--- config.mk ---
export PLATFORM = sky130hd
export DESIGN_NAME = capture_buffer_ctrl
export DESIGN_NICKNAME = d
export VERILOG_FILES = /design/src/rtl/capture_buffer_ctrl_pkg.sv /design/src/rtl/capture_out_reg.sv /design/src/rtl/capture_buffer_ctrl.sv
export SDC_FILE = /design/constraint.sdc
export NUM_CORES = 1
export LEC_CHECK = 0
export CAP_MARGIN = 20
export CORE_MARGIN = 5
export CORE_UTILIZATION = 40
export DETAILED_ROUTE_END_ITERATION = 12
export PLACE_DENSITY = 0.85
export SLEW_MARGIN = 20
export SYNTH_ARGS = -nofsm -noshare
export SYNTH_HDL_FRONTEND = slang
export SYNTH_SLANG_ARGS = --single-unit
--- constraint.sdc ---
create_clock -name clk -period 2 [get_ports clk]
set_input_delay 0.4 -clock clk [delete_from_list [all_inputs] [get_ports clk]]
set_output_delay 0.4 -clock clk [all_outputs]
set_load 0.01 [all_outputs]
--- src/rtl/capture_buffer_ctrl_pkg.sv ---
// rtl/capture_buffer_ctrl_pkg.sv - shared state encoding, default widths and I/Q packing order
package capture_buffer_ctrl_pkg;

   localparam int DEF_BUFFER_LENGTH = 16;
   localparam int DEF_INDEX_BITS    = 5;
   localparam int DEF_I_BITS        = 12;
   localparam int DEF_Q_BITS        = 12;

   // Buffer words are packed {I, Q}: I occupies the MSBs.
   localparam bit IQ_I_IN_MSBS = 1'b1;

   typedef enum logic [2:0] {
      ST_IDLE,
      ST_FILL_REQ,
      ST_FILL_RESP,
      ST_DRAIN,
      ST_DONE,
      ST_ERROR
   } state_t;

endpackage

--- src/rtl/capture_out_reg.sv ---
// rtl/capture_out_reg.sv - one-entry valid/ready output register carrying the last flag
module capture_out_reg
   import capture_buffer_ctrl_pkg::*;
#(
   parameter int I_BITS = DEF_I_BITS,
   parameter int Q_BITS = DEF_Q_BITS
) (
   input  logic              clk,
   input  logic              rst_n,
   input  logic              load,
   input  logic [I_BITS-1:0] load_i,
   input  logic [Q_BITS-1:0] load_q,
   input  logic              load_last,
   input  logic              out_ready,
   output logic              out_valid,
   output logic [I_BITS-1:0] out_i,
   output logic [Q_BITS-1:0] out_q,
   output logic              out_last,
   output logic              can_accept
);

   // A load is only requested when the slot is empty or emptying this cycle.
   assign can_accept = !out_valid || out_ready;

   always_ff @(posedge clk) begin
      if (!rst_n) begin
         out_valid <= 1'b0;
         out_i     <= '0;
         out_q     <= '0;
         out_last  <= 1'b0;
      end else if (load) begin
         out_valid <= 1'b1;
         out_i     <= load_i;
         out_q     <= load_q;
         out_last  <= load_last;
      end else if (out_valid && out_ready) begin
         out_valid <= 1'b0;
         out_last  <= 1'b0;
      end
   end

endmodule

--- src/rtl/capture_buffer_ctrl.sv ---
// rtl/capture_buffer_ctrl.sv - capture buffer fill/drain sequencer
// Optional continuous capture: CAPTURE_BUFFER_CTRL_AUTO_REARM_EN.
module capture_buffer_ctrl
   import capture_buffer_ctrl_pkg::*;
#(
   parameter int BUFFER_LENGTH = DEF_BUFFER_LENGTH,
   parameter int INDEX_BITS    = DEF_INDEX_BITS,
   parameter int I_BITS        = DEF_I_BITS,
   parameter int Q_BITS        = DEF_Q_BITS
) (
   input  logic                     clk,
   input  logic                     rst_n,
   input  logic                     start,
   input  logic                     samp_valid,
   input  logic [I_BITS-1:0]        samp_i,
   input  logic [Q_BITS-1:0]        samp_q,
   output logic                     samp_ready,
   output logic                     out_valid,
   output logic [I_BITS-1:0]        out_i,
   output logic [Q_BITS-1:0]        out_q,
   output logic                     out_last,
   input  logic                     out_ready,
   output logic                     busy,
   output logic                     done,
   output logic                     error,
   output logic [INDEX_BITS-1:0]    m_axi_waddr,
   output logic [I_BITS+Q_BITS-1:0] m_axi_wdata,
   output logic                     m_axi_wvalid,
   input  logic                     s_axi_wready,
   input  logic                     s_axi_bvalid,
   input  logic                     s_axi_bresp,
   output logic                     m_axi_bready,
   output logic [INDEX_BITS-1:0]    m_axi_raddr,
   output logic                     m_axi_rvalid,
   output logic                     m_axi_rready,
   input  logic                     s_axi_rvalid,
   input  logic [I_BITS-1:0]        buf_i,
   input  logic [Q_BITS-1:0]        buf_q
);

   localparam logic [INDEX_BITS-1:0] LAST_ADDR = INDEX_BITS'(BUFFER_LENGTH - 1);

   state_t                   state, state_nxt;
   logic [INDEX_BITS-1:0]    waddr, raddr;
   logic [I_BITS+Q_BITS-1:0] wdata, samp_word;
   logic                     wvalid, rd_pend, rd_all;
   logic                     start_ok, samp_hs, w_hs, b_hs, b_ok, fill_last;
   logic                     rd_issue, rd_hs, last_hs, rearm, can_accept;

   assign samp_word = IQ_I_IN_MSBS ? {samp_i, samp_q} : {samp_q, samp_i};

   assign start_ok  = start && (state == ST_IDLE || state == ST_DONE || state == ST_ERROR);
   assign samp_hs   = (state == ST_FILL_REQ) && !wvalid && samp_valid;
   assign w_hs      = (state == ST_FILL_REQ) && wvalid && s_axi_wready;
   assign b_hs      = (state == ST_FILL_RESP) && s_axi_bvalid;
   assign b_ok      = b_hs && !s_axi_bresp;
   assign fill_last = (waddr == LAST_ADDR);
   // rd_all stops further reads once the final word has been fetched.
   assign rd_issue  = (state == ST_DRAIN) && !rd_pend && !rd_all && can_accept;
   assign rd_hs     = (state == ST_DRAIN) && rd_pend && s_axi_rvalid;
   assign last_hs   = (state == ST_DRAIN) && out_valid && out_ready && out_last;

`ifdef CAPTURE_BUFFER_CTRL_AUTO_REARM_EN
   logic done_q;
   always_ff @(posedge clk) begin
      if (!rst_n) done_q <= 1'b0;
      else        done_q <= last_hs;
   end
   assign rearm = last_hs;
   assign done  = done_q;
`else
   assign rearm = 1'b0;
   assign done  = (state == ST_DONE);
`endif

   always_comb begin
      state_nxt    = state;
      samp_ready   = 1'b0;
      busy         = 1'b0;
      error        = 1'b0;
      m_axi_bready = 1'b0;
      m_axi_rvalid = 1'b0;
      m_axi_rready = 1'b0;
      case (state)
         ST_IDLE, ST_DONE: begin
            if (start) state_nxt = ST_FILL_REQ;
         end
         ST_ERROR: begin
            error = 1'b1;
            if (start) state_nxt = ST_FILL_REQ;
         end
         ST_FILL_REQ: begin
            busy       = 1'b1;
            samp_ready = !wvalid;
            if (w_hs) state_nxt = ST_FILL_RESP;
         end
         ST_FILL_RESP: begin
            busy         = 1'b1;
            m_axi_bready = 1'b1;
            if (b_hs) begin
               if (s_axi_bresp)    state_nxt = ST_ERROR;
               else if (fill_last) state_nxt = ST_DRAIN;
               else                state_nxt = ST_FILL_REQ;
            end
         end
         ST_DRAIN: begin
            busy         = 1'b1;
            m_axi_rvalid = rd_issue;
            m_axi_rready = rd_issue || rd_pend;
            if (last_hs) state_nxt = rearm ? ST_FILL_REQ : ST_DONE;
         end
         default: state_nxt = ST_IDLE;
      endcase
   end

   always_ff @(posedge clk) begin
      if (!rst_n) begin
         state   <= ST_IDLE;
         waddr   <= '0;
         raddr   <= '0;
         wdata   <= '0;
         wvalid  <= 1'b0;
         rd_pend <= 1'b0;
         rd_all  <= 1'b0;
      end else begin
         state <= state_nxt;

         if (start_ok || rearm)              waddr <= '0;
         else if (b_ok && !fill_last)        waddr <= waddr + INDEX_BITS'(1);

         if (samp_hs) begin
            wdata  <= samp_word;
            wvalid <= 1'b1;
         end else if (w_hs) begin
            wvalid <= 1'b0;
         end

         if (b_ok && fill_last) begin
            raddr  <= '0;
            rd_all <= 1'b0;
         end else if (rd_hs) begin
            if (raddr == LAST_ADDR) rd_all <= 1'b1;
            else                    raddr  <= raddr + INDEX_BITS'(1);
         end

         if (rd_issue)   rd_pend <= 1'b1;
         else if (rd_hs) rd_pend <= 1'b0;
      end
   end

   assign m_axi_waddr  = waddr;
   assign m_axi_wdata  = wdata;
   assign m_axi_wvalid = wvalid;
   assign m_axi_raddr  = raddr;

   capture_out_reg #(
      .I_BITS (I_BITS),
      .Q_BITS (Q_BITS)
   ) u_out_reg (
      .clk        (clk),
      .rst_n      (rst_n),
      .load       (rd_hs),
      .load_i     (buf_i),
      .load_q     (buf_q),
      .load_last  (raddr == LAST_ADDR),
      .out_ready  (out_ready),
      .out_valid  (out_valid),
      .out_i      (out_i),
      .out_q      (out_q),
      .out_last   (out_last),
      .can_accept (can_accept)
   );

endmodule

==> impl_metrics.env <==
export IMPL_outcome="completed"
export IMPL_synth_async_reset_ratio_pct=0
export IMPL_vias_per_cell=4.82
export IMPL_placed_area_mm2=0.00409
export IMPL_postCtsSetupBuffers=0
export IMPL_p_int_mw=2.43
export IMPL_rows=30
export IMPL_start_util_pct=40.6
export IMPL_p_comb_share_pct=21.5
export IMPL_clock_root_buffer="clkbuf_8"
export IMPL_slowest_delay_ns=0.45
export IMPL_core_area_mm2=0.00676
export IMPL_finalHoldViolCount=0
export IMPL_syn_area_mm2=0.00275
export IMPL_wire_per_inst_um=13.5
export IMPL_htree_levels=3
export IMPL_hold_path_class="register to register"
export IMPL_ios=125
export IMPL_diodes=0
export IMPL_dieArea_mm2=0.00862
export IMPL_sequentialPowerShare_pct=44.4
export IMPL_reg2reg_from="m_axi_waddr[0]"
export IMPL_path_cells="clkdlybuf4s50_1 -> nor2b_1 -> nor2_1 -> nor2_1 -> nor2_1 -> dlygate4sd2_1"
export IMPL_gr_total_overflow=0
export IMPL_r2r_end="m_axi_raddr[3]"
export IMPL_whs_ns=0.453
export IMPL_yosysWarnings=0
export IMPL_setup_viol=0
export IMPL_yosys_area_top_type="dfxtp_1"
export IMPL_final_nets=512
export IMPL_grt_total_usage_pct=16.6
export IMPL_n_fill_cell=570
export IMPL_drc=0
export IMPL_clock_skew_ns=0.00568
export IMPL_drv_cap=0
export IMPL_syn_to_final_growth_pct=56.7
export IMPL_max_freq_mhz=522
export IMPL_yosysMostFrequentCell="nand2_1"
export IMPL_finalCriticalPeriod_ns=1.91
export IMPL_synth_edf_count=0
export IMPL_routed_wl_um=7210
export IMPL_synthDistinctLibCells=37
export IMPL_clockBufferDepth=2
export IMPL_ff2ff_setup_slack_ns=0.22
export IMPL_synth_area_per_cell_um2=8.50
export IMPL_rsz0062_at_grt="no"
export IMPL_gp_congestion=0.798
export IMPL_ir_drop_uv=459
export IMPL_switching_share_pct=26.2
export IMPL_drt_pass1_iter_count=4
export IMPL_seq_area_frac_synth_pct=48.1
export IMPL_die_y_um=92.9
export IMPL_drtIter0Drc=74
export IMPL_slew_viol_final=0
export IMPL_cp_common_cell="nor2_1"
export IMPL_critPathLaunchType="input pin"
export IMPL_drive_above_1_share_pct=7.89
export IMPL_clk_pin_slew_worst_paths_ns=0.07
export IMPL_antenna_found_initial=0
export IMPL_end_kind="output port"
export IMPL_grt_max_degree=27
export IMPL_die_w_um=92.9
export IMPL_setup_ws_ns=0.0855
export IMPL_p_leak_nw=1.53
export IMPL_vias=2581
export IMPL_drtAntennaViolNets=0
export IMPL_synth_area_leaders="dfxtp_1 (48%), nand2_1 (14%), a21boi_0 (7.9%)"
export IMPL_clkLatencyLatePin_ns=0.33
export IMPL_ys_flop_type="dfxtp_1"
export IMPL_holdCritStartpoint="m_axi_wdata[10]"
export IMPL_numCtsBuffers=9
export IMPL_io_buffers=124
export IMPL_syn_num_nets=384
export IMPL_finalNonFillerCells=536
export IMPL_power_switching_mw=0.863
export IMPL_clockPowerShare_pct=34.1
export IMPL_startpoint="out_ready"
export IMPL_whs_endpoint="m_axi_wdata[10]"
export IMPL_dp_slack_ns=-0.125
export IMPL_cp_max_fo=3
export IMPL_ys_seq_elements=66
export IMPL_final_cell_area_mm2=0.00430
export IMPL_slowest_stage="clkdlybuf4s50_1"
export IMPL_place_inst=520
export IMPL_fin_crit_sh_pct=95.7
export IMPL_tritoncts="built"
export IMPL_cp_arrival_ns=1.51
export IMPL_critPathKind="input pin to output port"
export IMPL_max_slew_worst_pin_slew_ns=0.486
export IMPL_reg2regPathDepth=6
export IMPL_p_per_area_mw_per_mm2=764
export IMPL_dp_hpwl_um=5470
export IMPL_grt_pass1_wl_um=11400
export IMPL_clkSinkCount=66
export IMPL_grt_pass1_vias=2495
export IMPL_synthCells=323
export IMPL_yosys_top_cells_count="nand2_1 (103), dfxtp_1 (66), a21boi_0 (29)"
export IMPL_synth_top_area_share_pct=48.1
export IMPL_hold_depth=2
export IMPL_slew_headroom_pct=67.6
export IMPL_worstPathRequired_ns=1.60
[worst max-delay path by stage]
stage | end | slack, ns
final | m_axi_rready | 0.09
after global routing | samp_ready | 0.02
after CTS | samp_ready | 0.06
after detailed placement | m_axi_rready | -0.12
after global placement | m_axi_rready | -0.12
after floorplan | m_axi_raddr[1] | 0.25
[power groups by stage]
stage,logic (mW),clock network [mW],registers [mW]
final,0.708,1.12,1.46
after global routing,0.771,1.22,1.47
after CTS,0.715,1.17,1.46
after detailed placement,0.722,0,1.49
after global placement,0.706,0,1.48
after floorplan,0.353,0,1.49
[cells by family (layout without fill, tap and decap cells)]
kind of cell	Yosys count	in the layout	synth area share, %
AOI/OAI and AO/OA	63	63	17.2
xor gates and xnor gates	6	6	1.91
adders and majority gates	4	4	1.82
buffers and inverters	29	162	5.15
DFF	66	66	48.1
muxes	3	3	1.09
and+or+nand+nor	152	152	24.7
[cell usage in the layout (no fill, tap or decap), drive strengths merged, types with 5 or more instances in the layout]
cell type,Yosys,layout
nor4,6,6
clkbuf,9,12
buf,11,13
xnor2,6,6
dfxtp,66,66
clkdlybuf4s50,0,120
a21boi,50,50
nor2,18,18
inv,9,9
nand3,5,5
nand2,103,103
[stage by stage]
stage | total power, mW | setup TNS, ns | utilization, %
6_report | 3.29 | 0 | 63.7
5_1_grt | 3.46 | 0 | 63.7
4_1_cts | 3.34 | 0 | 63.6
3_5_place_dp | 2.21 | -0.248 | 60.5
3_3_place_gp | 2.19 | -0.211 | 60.5
2_1_floorplan | 1.85 | 0 | -
[sequential cells by signal (all words and copies together) (netlist names)]
signal,flops
m_axi_waddr,5
m_axi_wvalid,1
rd_pend,1
m_axi_wdata,24
m_axi_raddr,5
u_out_reg.out_i,12
u_out_reg.out_last,1
rd_all,1
state,3
u_out_reg.out_q,12
u_out_reg.out_valid,1
[what timing repair did]
item,CTS,global route
endpoints found under the setup margin,4,3
gates resized for setup,7,1
gates cloned,0,0
hold buffers,0,0
[routing by layer]
metal	GRT usage [%]	part of all wire [%]	vias up
li1	-	-	1315
met1	17.5	40	1164
met2	29.5	50	92
met3	6.17	7.9	10
met4	7.08	1.7	0
met5	0	0	-
[worst max-delay path, delay by kind of cell]
family / cells / cell delay, ns
buffers and inverters: 2 / 0.73
and+or+nand+nor: 4 / 0.39
[area by class of cell]
class	count	area, um^2	share of cell area (%)
clock buffer	12	155	3.60
clock inverter	4	50.0	1.16
inverter	9	33.8	0.785
multi-input combinational	228	1290	30.0
sequential	66	1330	30.8
tap	80	100	2.33
timing repair buffer	137	1350	31.3
Note: power is estimated with default switching activity, not from simulation.
